$ cat src/rtl/invaders_pkg.sv
// Shared types and default geometry for the alien fleet game logic.
package invaders_pkg;

  typedef enum logic [2:0] {WAIT, SCAN, MOVE, CLEARED, LANDED} fleet_state_t;
  typedef enum logic {RIGHT, LEFT} dir_t;

  localparam int DEF_ROWS   = 4;
  localparam int DEF_COLS   = 8;
  localparam int DEF_CELL_W = 64;
  localparam int DEF_CELL_H = 48;

  // Index width that stays legal for a count of one.
  function automatic int width_for(input int n);
    return (n > 1) ? $clog2(n) : 1;
  endfunction

endpackage

$ cat src/rtl/vga_pkg.sv
// Display timing constants shared by the VGA pipeline (1024x768 @ 65 MHz).
package vga_pkg;

  localparam int HOR_PIXELS = 1024;

endpackage

$ cat src/rtl/rect_overlap.sv
// Combinational axis-aligned box intersection test; all sums carried in 13 bits.
module rect_overlap #(
  parameter int A_W = 48,
  parameter int A_H = 32,
  parameter int B_W = 16,
  parameter int B_H = 32
) (
  input  logic [12:0] ax,
  input  logic [12:0] ay,
  input  logic [12:0] bx,
  input  logic [12:0] by,
  output logic        hit
);

  assign hit = (bx < ax + 13'(A_W)) && (ax < bx + 13'(B_W)) &&
               (by < ay + 13'(A_H)) && (ay < by + 13'(B_H));

endmodule

$ cat src/rtl/invader_fleet_ctl.sv
// Per-frame alien formation controller: scans for one projectile kill, then steps the fleet.
// Optional build macro INVADER_SPEEDUP_EN shortens the step period as aliens die.
module invader_fleet_ctl
  import invaders_pkg::*;
#(
  parameter int ROWS        = DEF_ROWS,
  parameter int COLS        = DEF_COLS,
  parameter int CELL_W      = DEF_CELL_W,
  parameter int CELL_H      = DEF_CELL_H,
  parameter int ALIEN_W     = 48,
  parameter int ALIEN_H     = 32,
  parameter int BULLET_W    = 16,
  parameter int BULLET_H    = 32,
  parameter int START_X     = 64,
  parameter int START_Y     = 32,
  parameter int STEP_X      = 8,
  parameter int STEP_Y      = 16,
  parameter int STEP_PERIOD = 30,
  parameter int LAND_Y      = 704
) (
  input  logic                 clk,
  input  logic                 rst,
  input  logic                 vsync,
  input  logic                 bullet_active,
  input  logic [11:0]          bullet_x,
  input  logic [11:0]          bullet_y,
  output logic                 bullet_hit,
  output logic [11:0]          fleet_xpos,
  output logic [11:0]          fleet_ypos,
  output logic [ROWS*COLS-1:0] alive,
  output logic [15:0]          score,
  output logic                 fleet_cleared,
  output logic                 fleet_landed
);

  localparam int N     = ROWS * COLS;
  localparam int IDX_W = width_for(N);
  localparam int ROW_W = width_for(ROWS);
  localparam int COL_W = width_for(COLS);
  localparam int FC_W  = $clog2(STEP_PERIOD + 1);

  fleet_state_t     state_q, state_d;
  dir_t             dir_q, dir_d;
  logic             vsync_q;
  logic             tick;
  logic [11:0]      xpos_q, xpos_d, ypos_q, ypos_d;
  logic [N-1:0]     alive_q, alive_d;
  logic [15:0]      score_q, score_d;
  logic             hit_q, hit_d;
  logic [FC_W-1:0]  frame_cnt_q, frame_cnt_d;
  logic [FC_W-1:0]  period_m1;
  logic             bact_q, bact_d;
  logic [11:0]      bx_q, bx_d, by_q, by_d;
  logic [IDX_W-1:0] idx_q, idx_d, kill_idx_q, kill_idx_d;
  logic [ROW_W-1:0] row_q, row_d, max_row_q, max_row_d;
  logic [COL_W-1:0] col_q, col_d, min_col_q, min_col_d, max_col_q, max_col_d;
  logic             kill_q, kill_d;
  logic [12:0]      cell_x, cell_y;
  logic             overlap, kill_now, cell_live;
  logic [12:0]      right_reach, left_reach, bottom_reach;

  assign tick   = vsync & ~vsync_q;
  assign cell_x = {1'b0, xpos_q} + 13'(col_q * CELL_W);
  assign cell_y = {1'b0, ypos_q} + 13'(row_q * CELL_H);

  rect_overlap #(
    .A_W (ALIEN_W),
    .A_H (ALIEN_H),
    .B_W (BULLET_W),
    .B_H (BULLET_H)
  ) u_overlap (
    .ax  (cell_x),
    .ay  (cell_y),
    .bx  ({1'b0, bx_q}),
    .by  ({1'b0, by_q}),
    .hit (overlap)
  );

  // Only the first live overlapping cell dies; extent tracking sees the post-kill mask.
  assign kill_now  = (state_q == SCAN) && bact_q && !kill_q && alive_q[idx_q] && overlap;
  assign cell_live = alive_q[idx_q] && !kill_now;

`ifdef INVADER_SPEEDUP_EN
  localparam int CNT_W = $clog2(N + 1);
  logic [CNT_W-1:0] alive_cnt_q, alive_cnt_d;
  int               kills;

  always_comb begin
    kills       = N - int'(alive_cnt_q);
    alive_cnt_d = alive_cnt_q;
    if (state_q == MOVE && kill_q) alive_cnt_d = alive_cnt_q - CNT_W'(1);
    if (kills >= STEP_PERIOD - 1) period_m1 = '0;
    else                          period_m1 = FC_W'(STEP_PERIOD - 1 - kills);
  end

  always_ff @(posedge clk or posedge rst) begin
    if (rst) alive_cnt_q <= CNT_W'(N);
    else     alive_cnt_q <= alive_cnt_d;
  end
`else
  assign period_m1 = FC_W'(STEP_PERIOD - 1);
`endif

  always_comb begin
    state_d      = state_q;
    dir_d        = dir_q;
    xpos_d       = xpos_q;
    ypos_d       = ypos_q;
    alive_d      = alive_q;
    score_d      = score_q;
    hit_d        = 1'b0;
    frame_cnt_d  = frame_cnt_q;
    bact_d       = bact_q;
    bx_d         = bx_q;
    by_d         = by_q;
    idx_d        = idx_q;
    row_d        = row_q;
    col_d        = col_q;
    kill_d       = kill_q;
    kill_idx_d   = kill_idx_q;
    min_col_d    = min_col_q;
    max_col_d    = max_col_q;
    max_row_d    = max_row_q;
    right_reach  = {1'b0, xpos_q} + 13'(max_col_q * CELL_W) + 13'(ALIEN_W + STEP_X);
    left_reach   = {1'b0, xpos_q} + 13'(min_col_q * CELL_W);
    bottom_reach = '0;

    case (state_q)
      WAIT: begin
        if (tick) begin
          bact_d     = bullet_active;
          bx_d       = bullet_x;
          by_d       = bullet_y;
          idx_d      = '0;
          row_d      = '0;
          col_d      = '0;
          kill_d     = 1'b0;
          kill_idx_d = '0;
          min_col_d  = COL_W'(COLS - 1);
          max_col_d  = '0;
          max_row_d  = '0;
          state_d    = SCAN;
        end
      end
      SCAN: begin
        if (kill_now) begin
          kill_d     = 1'b1;
          kill_idx_d = idx_q;
        end
        if (cell_live) begin
          if (col_q < min_col_q) min_col_d = col_q;
          if (col_q > max_col_q) max_col_d = col_q;
          if (row_q > max_row_q) max_row_d = row_q;
        end
        if (idx_q == IDX_W'(N - 1)) begin
          state_d = MOVE;
        end else begin
          idx_d = idx_q + IDX_W'(1);
          if (col_q == COL_W'(COLS - 1)) begin
            col_d = '0;
            row_d = row_q + ROW_W'(1);
          end else begin
            col_d = col_q + COL_W'(1);
          end
        end
      end
      MOVE: begin
        if (kill_q) begin
          alive_d[kill_idx_q] = 1'b0;
          hit_d               = 1'b1;
          if (score_q != 16'hFFFF) score_d = score_q + 16'd1;
        end
        if (alive_d == '0) begin
          state_d = CLEARED;
        end else begin
          state_d = WAIT;
          if (frame_cnt_q >= period_m1) begin
            frame_cnt_d = '0;
            if (dir_q == RIGHT) begin
              if (right_reach > 13'(vga_pkg::HOR_PIXELS)) begin
                ypos_d = ypos_q + 12'(STEP_Y);
                dir_d  = LEFT;
              end else begin
                xpos_d = xpos_q + 12'(STEP_X);
              end
            end else begin
              if (left_reach < 13'(STEP_X)) begin
                ypos_d = ypos_q + 12'(STEP_Y);
                dir_d  = RIGHT;
              end else begin
                xpos_d = xpos_q - 12'(STEP_X);
              end
            end
            bottom_reach = {1'b0, ypos_d} + 13'(max_row_q * CELL_H) + 13'(ALIEN_H);
            if (bottom_reach >= 13'(LAND_Y)) state_d = LANDED;
          end else begin
            frame_cnt_d = frame_cnt_q + FC_W'(1);
          end
        end
      end
      default: ;
    endcase
  end

  always_ff @(posedge clk or posedge rst) begin
    if (rst) begin
      state_q     <= WAIT;
      dir_q       <= RIGHT;
      vsync_q     <= 1'b0;
      xpos_q      <= 12'(START_X);
      ypos_q      <= 12'(START_Y);
      alive_q     <= '1;
      score_q     <= '0;
      hit_q       <= 1'b0;
      frame_cnt_q <= '0;
      bact_q      <= 1'b0;
      bx_q        <= '0;
      by_q        <= '0;
      idx_q       <= '0;
      row_q       <= '0;
      col_q       <= '0;
      kill_q      <= 1'b0;
      kill_idx_q  <= '0;
      min_col_q   <= '0;
      max_col_q   <= '0;
      max_row_q   <= '0;
    end else begin
      state_q     <= state_d;
      dir_q       <= dir_d;
      vsync_q     <= vsync;
      xpos_q      <= xpos_d;
      ypos_q      <= ypos_d;
      alive_q     <= alive_d;
      score_q     <= score_d;
      hit_q       <= hit_d;
      frame_cnt_q <= frame_cnt_d;
      bact_q      <= bact_d;
      bx_q        <= bx_d;
      by_q        <= by_d;
      idx_q       <= idx_d;
      row_q       <= row_d;
      col_q       <= col_d;
      kill_q      <= kill_d;
      kill_idx_q  <= kill_idx_d;
      min_col_q   <= min_col_d;
      max_col_q   <= max_col_d;
      max_row_q   <= max_row_d;
    end
  end

  assign bullet_hit    = hit_q;
  assign fleet_xpos    = xpos_q;
  assign fleet_ypos    = ypos_q;
  assign alive         = alive_q;
  assign score         = score_q;
  assign fleet_cleared = (state_q == CLEARED);
  assign fleet_landed  = (state_q == LANDED);

endmodule

$ cat config.mk
export PLATFORM = sky130hd
export DESIGN_NAME = invader_fleet_ctl
export DESIGN_NICKNAME = d
export VERILOG_FILES = /design/src/rtl/invaders_pkg.sv /design/src/rtl/vga_pkg.sv /design/src/rtl/rect_overlap.sv /design/src/rtl/invader_fleet_ctl.sv
export SDC_FILE = /design/constraint.sdc
export NUM_CORES = 1
export LEC_CHECK = 0
export CORE_MARGIN = 2
export CORE_UTILIZATION = 50
export DETAILED_ROUTE_END_ITERATION = 16
export PLACE_DENSITY = 0.71
export SETUP_SLACK_MARGIN = 0.5
export SKIP_LAST_GASP = 1
export SLEW_MARGIN = 20
export SYNTH_ARGS = -nofsm -noshare
export SYNTH_HDL_FRONTEND = slang
export SYNTH_SLANG_ARGS = --single-unit
$ cat constraint.sdc
create_clock -name clk -period 4.8 [get_ports clk]
set_input_delay 0.72 -clock clk [delete_from_list [all_inputs] [get_ports clk]]
set_output_delay 0.72 -clock clk [all_outputs]
set_load 0.02 [all_outputs]
Yosys cells after proc, flatten, opt, wreduce, memory -nomap -nowiden
Index checks and enable logic that the tools add are counted.

Register bits after elaboration: 132. Input bits: 28. Output and inout port bits: 75. Word-level logic and storage cells: 158.

Add/sub/neg operators: 19. Multiply operators: 2. Order comparisons: 14. Eq/ne operators: 18. Multiplexer cells: 53. Bitwise gates (word level): 5. Reduce and logical (&&, ||, !) cells: 27.

Operators with widths (number): 12-bit two-way mux (9); 32-bit two-way mux (2); 13-bit by 6-bit adder with 13-bit output, second input constant (4); 12-bit by 9-bit adder with 13-bit output (3); 3-bit two-way mux (13); 32-bit AND (1); 32-bit zero test (1); 32-bit NOT (1); 12-bit by 8-bit adder with 13-bit output (2); 12-bit by 13-bit less-than comparator with 1-bit output (2); 13-bit less-than comparator (2); 5-bit two-way mux (4); 5-bit case mux with 2 select lines (2); 3-bit case mux with 2 select lines (3); 16-bit by 1-bit adder with 16-bit output, second input constant (1); 16-bit inequality test, second input constant (1); 4-bit AND reduction (4); 3-bit AND reduction (5); 12-bit by 5-bit adder with 13-bit output, second input constant (1); 12-bit by 6-bit adder with 13-bit output, second input constant (1); 13-bit by 10-bit greater-or-equal comparator with 1-bit output, second input constant (1); 13-bit by 11-bit > comparator with 1-bit output, second input constant (1); 13-bit by 4-bit less-than comparator with 1-bit output, second input constant (1); 12-bit by 4-bit adder with 12-bit output, second input constant (1); other kinds (34) (72).

Logic depth before layout (Yosys ltp)
Word-level depth: 18. Gate-level depth with buffers: 22. Mapped depth without buffers: 22.

By module
From an unflattened synthesis, not the netlist that was laid out.

Cells, all modules: 933. Area, all modules: 8868.5 µm².

Modules (own cells, without submodules): invader_fleet_ctl (times used 1, cells an instance 736, area an instance 7364.6 µm², sequential area each 3170.5 µm²); rect_overlap (times used 1, cells an instance 197, area an instance 1503.9 µm², sequential area each 0.0 µm²).

Least setup slack after synthesis
Ideal clock, no wire load.

Path kind: register to register. From: register xpos_q[3], in the netlist fleet_xpos[3]. To: register state_q[2]. Setup time: 0.124 ns. Arrival: 4.098 ns. Data required time: 4.676 ns. Path slack: 0.579 ns. Stages on the path, launching flop included: 19. Buffers on the path: 0. Period minus slack after synthesis: 4.221 ns. Cell sequence: dfrtp_1 -> inv_1 -> ha_1 -> nor2b_1 -> o21ai_1 -> o2111ai_1 -> o41ai_4 -> o211ai_4 -> and2_1 -> xor2_1 -> ha_1 -> inv_1 -> fa_1 -> inv_1 -> a21o_1 -> a21oi_1 -> xnor3_1 -> and2_1 -> o31a_1.

Word-level cells in the longest chain between the ends: 15. Elaborated cells on any way between the ends: 18. Classes of those cells: 5 x add/sub; 3 x order compare; 10 x mux.

Ends and longest elaborated chain: start, declared (RTL line invader_fleet_ctl.sv:46) `logic [11:0] xpos_q, xpos_d, ypos_q, ypos_d;`; start signal, assigned (RTL line invader_fleet_ctl.sv:210) `xpos_q <= 12'(START_X);`; start signal, assigned (RTL line invader_fleet_ctl.sv:231) `xpos_q <= xpos_d;`; 12-bit by 9-bit adder with 13-bit output (RTL line invader_fleet_ctl.sv:124) `right_reach = {1'b0, xpos_q} + 13'(max_col_q * CELL_W) + 13'(ALIEN_W + STEP_X);`; 13-bit by 6-bit adder with 13-bit output (RTL line invader_fleet_ctl.sv:124); named net right_reach[3] (RTL line invader_fleet_ctl.sv:60) `logic [12:0] right_reach, left_reach, bottom_reach;`; 13-bit by 11-bit > comparator with 1-bit output (RTL line invader_fleet_ctl.sv:180) `if (right_reach > 13'(vga_pkg::HOR_PIXELS)) begin`; 12-bit two-way mux (RTL line invader_fleet_ctl.sv:180); 12-bit two-way mux (RTL line invader_fleet_ctl.sv:179) `if (dir_q == RIGHT) begin`; 12-bit two-way mux (RTL line invader_fleet_ctl.sv:177) `if (frame_cnt_q >= period_m1) begin`; 12-bit two-way mux (RTL line invader_fleet_ctl.sv:173) `if (alive_d == '0) begin`; 12-bit two-way mux (RTL line invader_fleet_ctl.sv:128) `case (state_q)`; 12-bit by 8-bit adder with 13-bit output (RTL line invader_fleet_ctl.sv:194) `bottom_reach = {1'b0, ypos_d} + 13'(max_row_q * CELL_H) + 13'(ALIEN_H);`; 13-bit by 6-bit adder with 13-bit output (RTL line invader_fleet_ctl.sv:194); 13-bit by 10-bit greater-or-equal comparator with 1-bit output (RTL line invader_fleet_ctl.sv:195) `if (bottom_reach >= 13'(LAND_Y)) state_d = LANDED;`; 3-bit two-way mux (RTL line invader_fleet_ctl.sv:195); 3-bit two-way mux (RTL line invader_fleet_ctl.sv:177); 3-bit two-way mux (RTL line invader_fleet_ctl.sv:173); 3-bit case mux with 3 select lines (RTL line invader_fleet_ctl.sv:128); end signal, assigned (RTL line invader_fleet_ctl.sv:228) `state_q <= state_d;`; end, declared (RTL line invader_fleet_ctl.sv:42) `fleet_state_t state_q, state_d;`.

The timed path passes the listed nets, and every way through them passes these cells. The select of a mux whose other input is x is not followed. A chain may end at the register's enable or synchronous reset.

Final worst setup path
From: register xpos_q[6], in the netlist fleet_xpos[6]. To: register state_q[2].

Word-level cells in the longest chain between the ends: 15. Elaborated cells on any way between the ends: 18. Classes of those cells: 5 x add/sub; 3 x order compare; 10 x mux.

Ends and longest elaborated chain (RTL line): 12-bit by 9-bit adder with 13-bit output (invader_fleet_ctl.sv:124); 13-bit by 6-bit adder with 13-bit output (invader_fleet_ctl.sv:124); 13-bit by 11-bit > comparator with 1-bit output (invader_fleet_ctl.sv:180); 12-bit two-way mux (invader_fleet_ctl.sv:180); 12-bit two-way mux (*) (invader_fleet_ctl.sv:179); 12-bit two-way mux (*) (invader_fleet_ctl.sv:177); 12-bit two-way mux (*) (invader_fleet_ctl.sv:173); 12-bit two-way mux (*) (invader_fleet_ctl.sv:128); 12-bit by 8-bit adder with 13-bit output (*) (invader_fleet_ctl.sv:194); 13-bit by 6-bit adder with 13-bit output (*) (invader_fleet_ctl.sv:194); 13-bit by 10-bit greater-or-equal comparator with 1-bit output (*) (invader_fleet_ctl.sv:195); 3-bit two-way mux (*) (invader_fleet_ctl.sv:195); 3-bit two-way mux (*) (invader_fleet_ctl.sv:177); 3-bit two-way mux (*) (invader_fleet_ctl.sv:173); 3-bit case mux with 3 select lines (*) (invader_fleet_ctl.sv:128).

Every way passes the cells marked *; elsewhere a longest branch is shown, timed or not. The select of a mux whose other input is x is not followed.

==> reports/summary.txt <==
Number of instances in the placed design: 1206
Layout Skew: 0.0122 ns
Max clock buf depth: 2
DRT antenna net count: 0
Core area: 0.0171 mm²
CP Max Fanout: 7
Min cycle time layout: 4.30 ns
I/O pin count: 103
Reg2reg path depth: 19
Crit path depth: 19
Area of the multi-input gates: 0.00524 mm²
Max-cap violations: 0
IO buf count: 95
Worst EP required: 5.10 ns
Worst skew pair latency: 0.43 ns
Top Family by Delay on Critical Path: compound AO/OA/AOI/OAI gates
Largest net degree at the start of global routing: 73
Number of global-route vias before repair: 6835
Clock Root Buffer: clkbuf_16
TritonCTS buffer count: 17
Util after Layout: 62.0%
Synth-to-layout area growth: 22.6%
Int Power: 0.00240 W
Share of layout cells above drive strength 1: 14.5%
Unrepaired setup endpoints after global routing: true
H-tree levels: 4
Post-synth EDFFs: 0
Cell Count, Final, Fillers Out: 1255
Clock share of power: 32.9%
Global route total overflow: 0
Hold buffers post-CTS: 0
Least-Margin Pin Slew: 1.00 ns
Slew Limit Headroom: 33.1%
Final Hold Fails: 0
Kind of critical path: register to register
Post-DP HPWL: 15000 µm
First-pass GRT wire length: 34600 µm
Crit-path cells: ha_4 > a211oi_4 > o2111ai_2 > o41ai_4 > o211ai_4 > nor2_2 > a21oi_2 > ha_1 > inv_1 > ha_2 > inv_2 > fa_2 > inv_2 > a21o_1 > a21oi_2 > buf_4 > xnor3_1 > and2_1 > o31a_1
Fillers: 1500
Most frequent cells in the layout: 123 x nand2_1, 95 x clkdlybuf4s50_1, 86 x dfrtp_1
Vias per cell: 5.66
Die height: 136 µm
Post-synthesis sequential area ratio: 36.7%
Die width: 136 µm
1st-iter DRT viols: 326
Ant. Diodes: 0
Slowest CP cell: dfstp_2
Slew Limit Fails: 0
Path type of the worst min-delay path: register to register
Synthesized area: 0.00865 mm²
Worst setup EP type: register
Part of the power in registers: 40.2%
Commonest non-fill, non-tap cell in the layout: nand2_1
Syn Inst Count: 906
Area of placed instances: 0.00980 mm²
Net Sw Power: 0.00129 W
CTS tree: yes
FMAX: 0.233 GHz
Wire per inst: 16.8 µm
Pre-antenna DRT Iters: 5
Initial antenna violation count: 0
Worst path bufs/invs: 4
LEAKAGE: 4.71 nW
Setup TNS: 0 ns
Logic pwr share: 26.9%
Final period util: 89.5%
Initial core utilization: 50.5%
Final Cell Area: 0.0106 mm²
Number of remaining DRC errors: 0
Total Routing Usage GR: 23.8%
Async SR Flop Fraction: 100%
Syn Area/Cell: 9.55 µm²
Via count: 7099
Arrival @ worst endpoint: 4.60 ns
Distinct cells, synth: 70
Post-synth top flop: dfrtp_1
Post-place setup slack: 0.353 ns
Startpoint Class: register
Gpl congestion: 0.872
Min-Delay Path Depth: 1
Flops & latches, synth: 125
Power density cells: 348 mW/mm²
Worst IR drop on VDD: 316 µV
CP max stage delay: 0.62 ns
Clock transition at the registers of the reported paths: 0.06 ns
Die area: 0.0184 mm²
Nets@finish: 1137
Sequential cell area: 0.00318 mm²
Clock sinks: 125
Status: finished clean
YS warnings: 0
Finish-stage setup viols: 0
Worst setup margin: 0.504 ns
Site Rows: 48
Switch share: 34.9%
Post-Route WL: 21000 µm
-- final cells by class --
cell class	count	area share, %
well taps	225	2.65
repair buffers	119	10.8
inverters	56	2.00
clock buffers	18	4.25
flip-flops and latches	125	29.9
clock inverters	14	1.03
multi-input cells	698	49.3
-- metal layers --
| metal | track usage [%] | vias up | wire length (µm) |
|---|---|---|---|
| met5 | 0 | - | 0 |
| met4 | 8.45 | 0 | 441 |
| met3 | 4.56 | 30 | 975 |
| met2 | 37.6 | 194 | 9710 |
| met1 | 32.8 | 3440 | 9910 |
| li1 | - | 3435 | - |
-- power by group through the flow --
stage | Clock (W) | Sequential (W) | Combinational [W]
detailed placement | 0 | 0.00149 | 0.000984
global route | 0.00128 | 0.00151 | 0.00116
CTS | 0.00123 | 0.00148 | 0.000996
finish | 0.00121 | 0.00148 | 0.000992
global placement | 0 | 0.00149 | 0.000948
floorplan | 0 | 0.00139 | 0.000800
-- state kept, by name, summed over array words and instances, names as in the netlist, 3 cells and up --
name	count
score	16
by_q	12
min_col_q	3
frame_cnt_q	5
state_q	3
max_col_q	3
alive	32
bx_q	12
fleet_ypos	8
fleet_xpos	9
col_q	3
idx_q	5
kill_idx_q	5
-- through the flow --
stage	total power, W	hold slack [ns]
floorplan	0.00219	0.437
global placement	0.00243	0.454
CTS	0.00371	0.475
detailed placement	0.00247	0.465
finish	0.00369	0.477
global route	0.00395	0.490
-- cells by family (layout without fill, tap and decap cells) --
kind of cell	Yosys count	count (layout)	synth area share, %
and+or+nand+nor	302	302	17.3
xor gates and xnor gates	66	66	6.84
other	1	7	0.0433
muxes	27	27	4.93
AOI/OAI and AO/OA	204	204	16.1
buffers and inverters	89	207	4.41
DFF	125	125	36.7
adders and majority gates	92	92	13.7
-- worst reg2reg max path: stages, from the launching register on --
cell	delay [ns]
dfstp_2	0.62
ha_4	0.25
a211oi_4	0.24
o2111ai_2	0.18
o41ai_4	0.49
o211ai_4	0.18
nor2_2	0.17
a21oi_2	0.05
ha_1	0.29
inv_1	0.10
ha_2	0.20
inv_2	0.05
fa_2	0.40
inv_2	0.06
a21o_1	0.12
a21oi_2	0.06
buf_4	0.13
xnor3_1	0.16
and2_1	0.17
o31a_1	0.29
-- Yosys cell counts, types with 6 or more instances --
library cell	instances	area [µm²]
inv_1	56	210
clkbuf_1	19	71.3
and2_1	6	37.5
buf_4	7	52.6
dfstp_2	34	893
nand4_1	20	125
a21o_1	15	113
o21ai_0	68	340
nand2_1	124	465
dfrtp_1	91	2280
a21oi_1	26	130
mux2i_1	13	130
or2_2	10	62.6
nor2b_1	15	93.8
nor2_1	36	135
nor3_1	8	40.0
ha_1	87	1090
xor2_1	27	236
nand2b_1	8	50.1
xnor2_1	38	333
and3_1	11	68.8
nand3_1	29	145
mux4_1	7	184
o211ai_1	6	45.0
o21a_1	39	293
nor4_1	6	37.5
-- timing repair --
action,4_1_cts,5_1_grt
setup buffers,7,10
pin swaps,2,18
endpoints found under the setup margin,1,15
gates resized for setup,5,31
-- final timing paths --
check / start / endpoint / slack [ns]
worst max-delay path: fleet_xpos[6] / state_q[2] / 0.50
worst min-delay path: alive[22] / alive[22] / 0.48
worst max register to register: fleet_xpos[6] / state_q[2] / 0.50
worst min register to register: alive[22] / alive[22] / 0.48
max in group asynchronous: rst / fleet_ypos[5] / 3.10
min in group asynchronous: rst / bx_q[7] / 0.85
No activity file was read; power rests on OpenSTA's default activity.
